## src/rtl/game_pkg.sv

```systemverilog
// Shared types for the game status tracker: state encoding, BCD digit type
// and score helpers.
package game_pkg;

  typedef enum logic [2:0] {
    IDLE = 3'd0,
    PLAY = 3'd1,
    HIT  = 3'd2,
    LOSE = 3'd3,
    WIN  = 3'd4
  } game_state_t;

  typedef logic [3:0] bcd_t;

  function automatic bcd_t bcd_sat(input bcd_t d);
    return (d > 4'd9) ? 4'd9 : d;
  endfunction

  // Decimal value of a two-digit BCD score, out-of-range digits clamped to 9.
  function automatic logic [6:0] bcd_value(input bcd_t tens, input bcd_t units);
    return 7'(bcd_sat(tens)) * 7'd10 + 7'(bcd_sat(units));
  endfunction

endpackage

```

## src/rtl/game_status_tracker_if.sv

```systemverilog
// Collision/score inputs from the game controller and the game-level status
// returned to the drawers.
interface game_status_tracker_if;
  import game_pkg::*;

  logic        startOfFrame;
  logic        collision_lostLife;
  logic        mineHitPulse;
  bcd_t        score_top;
  bcd_t        score_bottom;
  logic        start_key;
  game_state_t game_state;
  logic [2:0]  lives;
  logic        invulnerable;
  logic        smiley_visible;
  logic        freeze;
  logic        lifeLostPulse;
  bcd_t        time_top;
  bcd_t        time_bottom;

  modport master (
    output startOfFrame, collision_lostLife, mineHitPulse, score_top, score_bottom, start_key,
    input  game_state, lives, invulnerable, smiley_visible, freeze, lifeLostPulse,
           time_top, time_bottom
  );

  modport slave (
    input  startOfFrame, collision_lostLife, mineHitPulse, score_top, score_bottom, start_key,
    output game_state, lives, invulnerable, smiley_visible, freeze, lifeLostPulse,
           time_top, time_bottom
  );
endinterface

```

## src/rtl/game_status_tracker_frame_countdown.sv

```systemverilog
// Frame counter and BCD seconds down-counter; seconds saturate at 00.
module frame_countdown
  import game_pkg::*;
#(
  parameter int GAME_SECONDS   = 99,
  parameter int FRAMES_PER_SEC = 30
) (
  input  logic clk,
  input  logic reset,
  input  logic load,
  input  logic run,
  input  logic startOfFrame,
  output bcd_t time_top,
  output bcd_t time_bottom,
  output logic zero
);

  localparam int            FW         = (FRAMES_PER_SEC > 1) ? $clog2(FRAMES_PER_SEC) : 1;
  localparam logic [FW-1:0] FRAME_LAST = FW'(FRAMES_PER_SEC - 1);
  localparam bcd_t          SEC_TOP    = 4'(GAME_SECONDS / 10);
  localparam bcd_t          SEC_BOT    = 4'(GAME_SECONDS % 10);

  logic [FW-1:0] frame_q, frame_d;
  bcd_t          top_q, top_d, bot_q, bot_d;

  always_comb begin
    frame_d = frame_q;
    top_d   = top_q;
    bot_d   = bot_q;
    if (load) begin
      frame_d = '0;
      top_d   = SEC_TOP;
      bot_d   = SEC_BOT;
    end else if (run && startOfFrame) begin
      if (frame_q == FRAME_LAST) begin
        frame_d = '0;
        if (bot_q != 4'd0) begin
          bot_d = bot_q - 4'd1;
        end else if (top_q != 4'd0) begin
          top_d = top_q - 4'd1;
          bot_d = 4'd9;
        end
      end else begin
        frame_d = frame_q + FW'(1);
      end
    end
  end

  always_ff @(posedge clk or posedge reset) begin
    if (reset) begin
      frame_q <= '0;
      top_q   <= '0;
      bot_q   <= '0;
    end else begin
      frame_q <= frame_d;
      top_q   <= top_d;
      bot_q   <= bot_d;
    end
  end

  assign time_top    = top_q;
  assign time_bottom = bot_q;
  assign zero        = (top_q == 4'd0) && (bot_q == 4'd0);

endmodule

```

## src/rtl/game_status_tracker.sv

```systemverilog
// Game-level state from collisions and score: lives, post-hit invulnerability
// with blink, countdown clock and win/lose.
module game_status_tracker
  import game_pkg::*;
#(
  parameter int INIT_LIVES     = 3,
  parameter int INVULN_FRAMES  = 60,
  parameter int BLINK_FRAMES   = 4,
  parameter int WIN_SCORE      = 50,
  parameter int GAME_SECONDS   = 99,
  parameter int FRAMES_PER_SEC = 30
) (
  input  logic                  clk,
  input  logic                  reset,
  game_status_tracker_if.slave  bus
);

  localparam logic [7:0] INVULN_LOAD = 8'(INVULN_FRAMES);
  localparam logic [7:0] BLINK_LAST  = 8'(BLINK_FRAMES - 1);

  game_state_t state_q, state_d;
  logic [2:0]  lives_q, lives_d;
  logic [7:0]  invuln_q, invuln_d;
  logic [7:0]  blink_q, blink_d;
  logic        vis_q, vis_d;
  logic        pulse_q, pulse_d;
  logic        hit_q, hit_d;
  logic        key_q, inv_q, freeze_q;
  logic        start_edge, in_round, hit_now, won, time_zero, load;

  assign start_edge = bus.start_key & ~key_q;
  assign in_round   = (state_q == PLAY) || (state_q == HIT);
  assign hit_now    = hit_q | bus.collision_lostLife | bus.mineHitPulse;
  assign won        = bcd_value(bus.score_top, bus.score_bottom) >= 7'(WIN_SCORE);
  assign load       = (state_q == IDLE) && start_edge;

  frame_countdown #(
    .GAME_SECONDS  (GAME_SECONDS),
    .FRAMES_PER_SEC(FRAMES_PER_SEC)
  ) u_countdown (
    .clk         (clk),
    .reset       (reset),
    .load        (load),
    .run         (in_round),
    .startOfFrame(bus.startOfFrame),
    .time_top    (bus.time_top),
    .time_bottom (bus.time_bottom),
    .zero        (time_zero)
  );

  always_comb begin
    state_d  = state_q;
    lives_d  = lives_q;
    invuln_d = invuln_q;
    blink_d  = blink_q;
    vis_d    = vis_q;
    pulse_d  = 1'b0;
    hit_d    = hit_q | (in_round & (bus.collision_lostLife | bus.mineHitPulse));
    if (bus.startOfFrame) hit_d = 1'b0;

    case (state_q)
      IDLE: if (start_edge) begin
        state_d = PLAY;
        lives_d = 3'(INIT_LIVES);
      end
      LOSE, WIN: if (start_edge) state_d = IDLE;
      PLAY, HIT: if (bus.startOfFrame) begin
        if (state_q == PLAY && hit_now) begin
          lives_d = lives_q - 3'd1;
          pulse_d = 1'b1;
          if (lives_q == 3'd1) begin
            state_d = LOSE;
          end else begin
            state_d  = HIT;
            invuln_d = INVULN_LOAD;
            blink_d  = '0;
          end
        end else if (won) begin
          state_d = WIN;
        end else if (time_zero) begin
          state_d = LOSE;
        end else if (state_q == HIT) begin
          if (invuln_q == 8'd1) begin
            state_d = PLAY;
          end else begin
            invuln_d = invuln_q - 8'd1;
            if (blink_q == BLINK_LAST) begin
              blink_d = '0;
              vis_d   = ~vis_q;
            end else begin
              blink_d = blink_q + 8'd1;
            end
          end
        end
      end
      default: state_d = IDLE;
    endcase

    // Blink phase always starts hidden on HIT entry; solid outside HIT.
    if (state_d != HIT)      vis_d = 1'b1;
    else if (state_q != HIT) vis_d = 1'b0;
  end

  // key_q resets high so a key held across reset must be released first.
  always_ff @(posedge clk or posedge reset) begin
    if (reset) begin
      state_q  <= IDLE;
      lives_q  <= '0;
      invuln_q <= '0;
      blink_q  <= '0;
      vis_q    <= 1'b1;
      pulse_q  <= 1'b0;
      hit_q    <= 1'b0;
      key_q    <= 1'b1;
      inv_q    <= 1'b0;
      freeze_q <= 1'b1;
    end else begin
      state_q  <= state_d;
      lives_q  <= lives_d;
      invuln_q <= invuln_d;
      blink_q  <= blink_d;
      vis_q    <= vis_d;
      pulse_q  <= pulse_d;
      hit_q    <= hit_d;
      key_q    <= bus.start_key;
      inv_q    <= (state_d == HIT);
      freeze_q <= (state_d == IDLE) || (state_d == LOSE) || (state_d == WIN);
    end
  end

  assign bus.game_state     = state_q;
  assign bus.lives          = lives_q;
  assign bus.invulnerable   = inv_q;
  assign bus.smiley_visible = vis_q;
  assign bus.freeze         = freeze_q;
  assign bus.lifeLostPulse  = pulse_q;

endmodule

```

## src/flat_wrapper.sv

```systemverilog
// flat-port wrapper written by rule: the top's interface ports become plain ports
module game_status_tracker_flat import game_pkg::*;
#(
  parameter int INIT_LIVES     = 3,
  parameter int INVULN_FRAMES  = 60,
  parameter int BLINK_FRAMES   = 4,
  parameter int WIN_SCORE      = 50,
  parameter int GAME_SECONDS   = 99,
  parameter int FRAMES_PER_SEC = 30
)
  (clk, reset, bus_startOfFrame, bus_collision_lostLife, bus_mineHitPulse, bus_score_top, bus_score_bottom, bus_start_key, bus_game_state, bus_lives, bus_invulnerable, bus_smiley_visible, bus_freeze, bus_lifeLostPulse, bus_time_top, bus_time_bottom);
  game_status_tracker_if bus_i ();
  input  logic clk;
  input  logic reset;
  input wire logic [$bits(bus_i.startOfFrame)-1:0] bus_startOfFrame;
  input wire logic [$bits(bus_i.collision_lostLife)-1:0] bus_collision_lostLife;
  input wire logic [$bits(bus_i.mineHitPulse)-1:0] bus_mineHitPulse;
  input wire logic [$bits(bus_i.score_top)-1:0] bus_score_top;
  input wire logic [$bits(bus_i.score_bottom)-1:0] bus_score_bottom;
  input wire logic [$bits(bus_i.start_key)-1:0] bus_start_key;
  output wire logic [$bits(bus_i.game_state)-1:0] bus_game_state;
  output wire logic [$bits(bus_i.lives)-1:0] bus_lives;
  output wire logic [$bits(bus_i.invulnerable)-1:0] bus_invulnerable;
  output wire logic [$bits(bus_i.smiley_visible)-1:0] bus_smiley_visible;
  output wire logic [$bits(bus_i.freeze)-1:0] bus_freeze;
  output wire logic [$bits(bus_i.lifeLostPulse)-1:0] bus_lifeLostPulse;
  output wire logic [$bits(bus_i.time_top)-1:0] bus_time_top;
  output wire logic [$bits(bus_i.time_bottom)-1:0] bus_time_bottom;
  assign bus_i.startOfFrame = bus_startOfFrame;
  assign bus_i.collision_lostLife = bus_collision_lostLife;
  assign bus_i.mineHitPulse = bus_mineHitPulse;
  assign bus_i.score_top = bus_score_top;
  assign bus_i.score_bottom = bus_score_bottom;
  assign bus_i.start_key = bus_start_key;
  assign bus_game_state = bus_i.game_state;
  assign bus_lives = bus_i.lives;
  assign bus_invulnerable = bus_i.invulnerable;
  assign bus_smiley_visible = bus_i.smiley_visible;
  assign bus_freeze = bus_i.freeze;
  assign bus_lifeLostPulse = bus_i.lifeLostPulse;
  assign bus_time_top = bus_i.time_top;
  assign bus_time_bottom = bus_i.time_bottom;
  game_status_tracker #(.INIT_LIVES(INIT_LIVES), .INVULN_FRAMES(INVULN_FRAMES), .BLINK_FRAMES(BLINK_FRAMES), .WIN_SCORE(WIN_SCORE), .GAME_SECONDS(GAME_SECONDS), .FRAMES_PER_SEC(FRAMES_PER_SEC)) u_core (.clk(clk), .reset(reset), .bus(bus_i));
endmodule
```

## config.mk

```make
export PLATFORM = sky130hd
export DESIGN_NAME = game_status_tracker_flat
export DESIGN_NICKNAME = d
export VERILOG_FILES = /design/src/rtl/game_pkg.sv /design/src/rtl/game_status_tracker_if.sv /design/src/rtl/game_status_tracker_frame_countdown.sv /design/src/rtl/game_status_tracker.sv /design/src/flat_wrapper.sv
export SDC_FILE = /design/constraint.sdc
export NUM_CORES = 1
export LEC_CHECK = 0
export ABC_AREA = 1
export CORE_UTILIZATION = 56
export DETAILED_ROUTE_END_ITERATION = 12
export PLACE_DENSITY = 0.83
export SLEW_MARGIN = 15
export SYNTH_ARGS = -nofsm -noshare
export SYNTH_HDL_FRONTEND = slang
export SYNTH_SLANG_ARGS = --single-unit
```

## constraint.sdc

```tcl
create_clock -name clk -period 1.93 [get_ports clk]
set_input_delay 0.193 -clock clk [delete_from_list [all_inputs] [get_ports clk]]
set_output_delay 0.193 -clock clk [all_outputs]
set_load 0.01 [all_outputs]
```

==> results.yml <==
clock_tree:
  root_buffer: "clkbuf_8"
  postCtsHoldBufs: 0
  htree_levels: 2
  cts_tree: "yes"
  clk_pin_slew_ps: 90
  clkSinkCount: 41
  cts_max_path_buffers: 2
  insertion_delay_ps: 310
  cts_buffers: 5
layout:
  drive_above_1_share_pct: 32.24
  antenna_cells: 0
  final_core_util_pct: 84.13
  final_nets: 487
  n_fill_cell: 266
  areaGrowthSynthToFinish_pct: 44.27
worst_hold_path:
  hold_class: "in -> async"
die:
  rows: 25
  core_mm2: 0.004755
  die_x_um: 72.37
  pin_count: 32
  design.die.area_mm2: 0.005237
  fp.dieH_um: 72.37
  floorplan.initialDensity_pct: 58.32
drt:
  antenna_left: 0
  drtIter0Drc: 283
  top_layer_used: "met4"
  dr.pass1.iters: 7
  viasPerCell: 5.673
  wl_met1_um: 3189
  routed_wl_um: 8202
  num_vias: 2984
  wl_met2_um: 4254
  wl_met3_um: 471
  drc: 0
  wl_per_cell_um: 15.59
timing:
  finalSetupTns_ps: -8021
  fin_worst_skew_ps: 16.07
  worst_slack_ps: -414.4
  rsz0062_at_grt: "true"
  hold_viol: 0
  slew_violations: 0
  setup_violations: 27
  tightest_slew_ps: 499.7
  fin_crit_sh_pct: 121.5
  fmax_mhz: 426.6
  worst_slew_margin_rel_pct: 66.65
  fin_crit_ps: 2344
power:
  peakVddDrop_mv: 0.8829
  p_per_area_mw_per_mm2: 1195
  leakagePower_nw: 2.006
  p_total_w: 0.004778
logic_synthesis:
  synth_top_cells_by_count: "78 x nand2_1, 58 x inv_1, 38 x dfrtp_1"
  ys_seq_area_share_pct: 37.14
  synth-async-reset-ratio_pct: 100.0
  synth_top_area_share_pct: 34.30
  synth_area_mm2: 0.002773
  syn_nets: 393
  yosysUniqueCellTypes: 46
  synth.most_common_cell: "nand2_1"
  synthTopCellsByArea: "dfrtp_1 34%, nand2_1 11%, inv_1 7.9%"
  yosysTopAreaCell: "dfrtp_1"
  synth.avg_cell_area_um2: 7.617
  synth_enable_flop_cells: 0
  yosysWarnings: 0
  synth_ff_type: "dfrtp_1"
  synth-seq-cells: 41
  synth_cells: 364
place:
  gp_congestion: 0.8248
  hpwl_um: 5126
  portBuffers: 31
critical_path:
  worst-path-max-fanout: 7
  rr_startpoint: "u_core.invuln_q[1]$_DFFE_PP0P_"
  path_buf_inv: 3
  timing_worst_setup_path_type: "in -> reg"
  cp_cell_sequence: "buf_6 -> o21ai_4 -> nand2_2 -> ha_4 -> ha_4 -> fa_2 -> inv_2 -> nand2_2 -> nand2_1 -> nand4_1 -> nand3_4 -> nor2_4 -> nand3_4 -> nand2_8 -> buf_6 -> nand3b_1 -> nand2_1"
  rr_worst_depth: 14
  worstPathRequired_ps: 2170
  crit_cells: 17
  crit_path_start_kind: "input port"
  rrSetupSlack_ps: -340
  max_stage_delay_ps: 590
  path_delay_family: "simple AND/OR/NAND/NOR gates"
  slowest_stage: "fa_2"
  setup.worst_path.end_class: "flip-flop"
  startpoint: "bus_score_top[1]"
  reg2reg_to: "u_core.bus.freeze$_DFF_PP1_"
  arrival_ps: 2590
global_routing:
  grt_max_degree: 24
  overflow: 0
  grt_antenna_before_repair: 0
  grt_pass1_wl_um: 12590
  grt_pass1_vias: 2835
  track_usage_pct: 31.17
job:
  cap_violations: 0
status:
  violations: "negative setup slack"
  status: "finished with violations"
registers in the layout, summed over array words and instances (netlist names), 3 cells and up:
| register | cells |
|---|---|
| u_core.bus.game_state | 3 |
| u_core.bus.lives | 3 |
| u_core.u_countdown.time_top | 4 |
| u_core.u_countdown.frame_q | 5 |
| u_core.u_countdown.time_bottom | 4 |
| u_core.invuln_q | 8 |
| u_core.blink_q | 8 |
worst register-to-register path, delay by kind of cell, from the launching register on:
| kind | cells | cell delay [ps] |
|---|---|---|
| buffers and inverters | 4 | 390 |
| adder cells (fa/ha/maj) | 1 | 150 |
| flip-flops | 1 | 380 |
| AO/OA/AOI/OAI | 2 | 270 |
| AND/OR/NAND/NOR | 7 | 1020 |
cell families after synthesis:
| family | synth area share [%] |
|---|---|
| mux | 0.4061 |
| xor+xnor | 4.422 |
| other cells | 0.1352 |
| simple gates | 30.19 |
| buf+inv | 9.837 |
| compound gates | 10.83 |
| fa+ha+maj | 7.040 |
| flops | 37.14 |
area by class of cell:
cell class                      count  area [um2]  share of cell area, %
Multi-Input combinational cell    258        1719                  42.98
Sequential cell                    41        1032                  25.81
Timing Repair Buffer               90       813.3                  20.33
Inverter                           62       235.2                  5.881
Clock buffer                        7       86.33                  2.158
Tap cell                           67       83.83                  2.096
Clock inverter                      1       30.03                 0.7507
power by group:
| group | leakage (nW) | switching, W | internal [W] |
|---|---|---|---|
| sequential | 0.511 | 0.000294 | 0.00118 |
| clock | 0.0585 | 0.000314 | 0.000422 |
| combinational | 1.44 | 0.00141 | 0.00116 |
| total | 2.01 | 0.00202 | 0.00276 |
repair_timing:
item	CTS	global route
gates resized for setup	55	21
buffers inserted	9	1
pin swaps	28	14
cloned	2	0
hold endpoints to repair	0	0
endpoints found under the setup margin	22	31
worst max-delay path by stage:
stage	end	slack, ps
floorplan	u_core.invuln_q[3]$_DFFE_PP0P_	-220
global placement	u_core.blink_q[3]$_DFFE_PP0P_	-990
detailed placement	u_core.blink_q[1]$_DFFE_PP0P_	-1130
CTS	u_core.blink_q[1]$_DFFE_PP0P_	-310
global route	u_core.blink_q[1]$_DFFE_PP0P_	-500
finish	u_core.blink_q[1]$_DFFE_PP0P_	-410
layout by cell type, fill, tap and decap left out, types with 6 or more instances in the layout:
cell / n
o21ai_1: 8
nor2_1: 31
nand2_2: 19
o21ai_0: 12
nand3_1: 17
inv_2: 7
buf_4: 52
nand3_2: 7
clkbuf_8: 6
nand4_1: 11
dfrtp_1: 36
ha_1: 9
buf_6: 7
clkdlybuf4s50_1: 24
inv_1: 54
xor2_1: 13
o21ai_2: 6
nand2_1: 63
a21oi_1: 6
per-layer routing:
layer  vias up  GRT usage (%)
li1       1354              -
met1      1423          37.47
met2       162          55.76
met3        45          5.139
met4         0          11.76
met5         -              0
metrics by stage:
stage / std cells / setup slack, ps / hold WS [ps] / instance area (um2)
after floorplan: 364 / -218.5 / 197.5 / 2848
after global placement: 507 / -993.3 / 496.5 / 3595
after detailed placement: 507 / -1129 / 498.0 / 3595
after CTS: 525 / -307.2 / 211.1 / 3921
after global routing: 526 / -502.8 / 253.6 / 4000
final: 526 / -414.4 / 199.1 / 4000
Note: power is estimated with default switching activity, not from simulation.
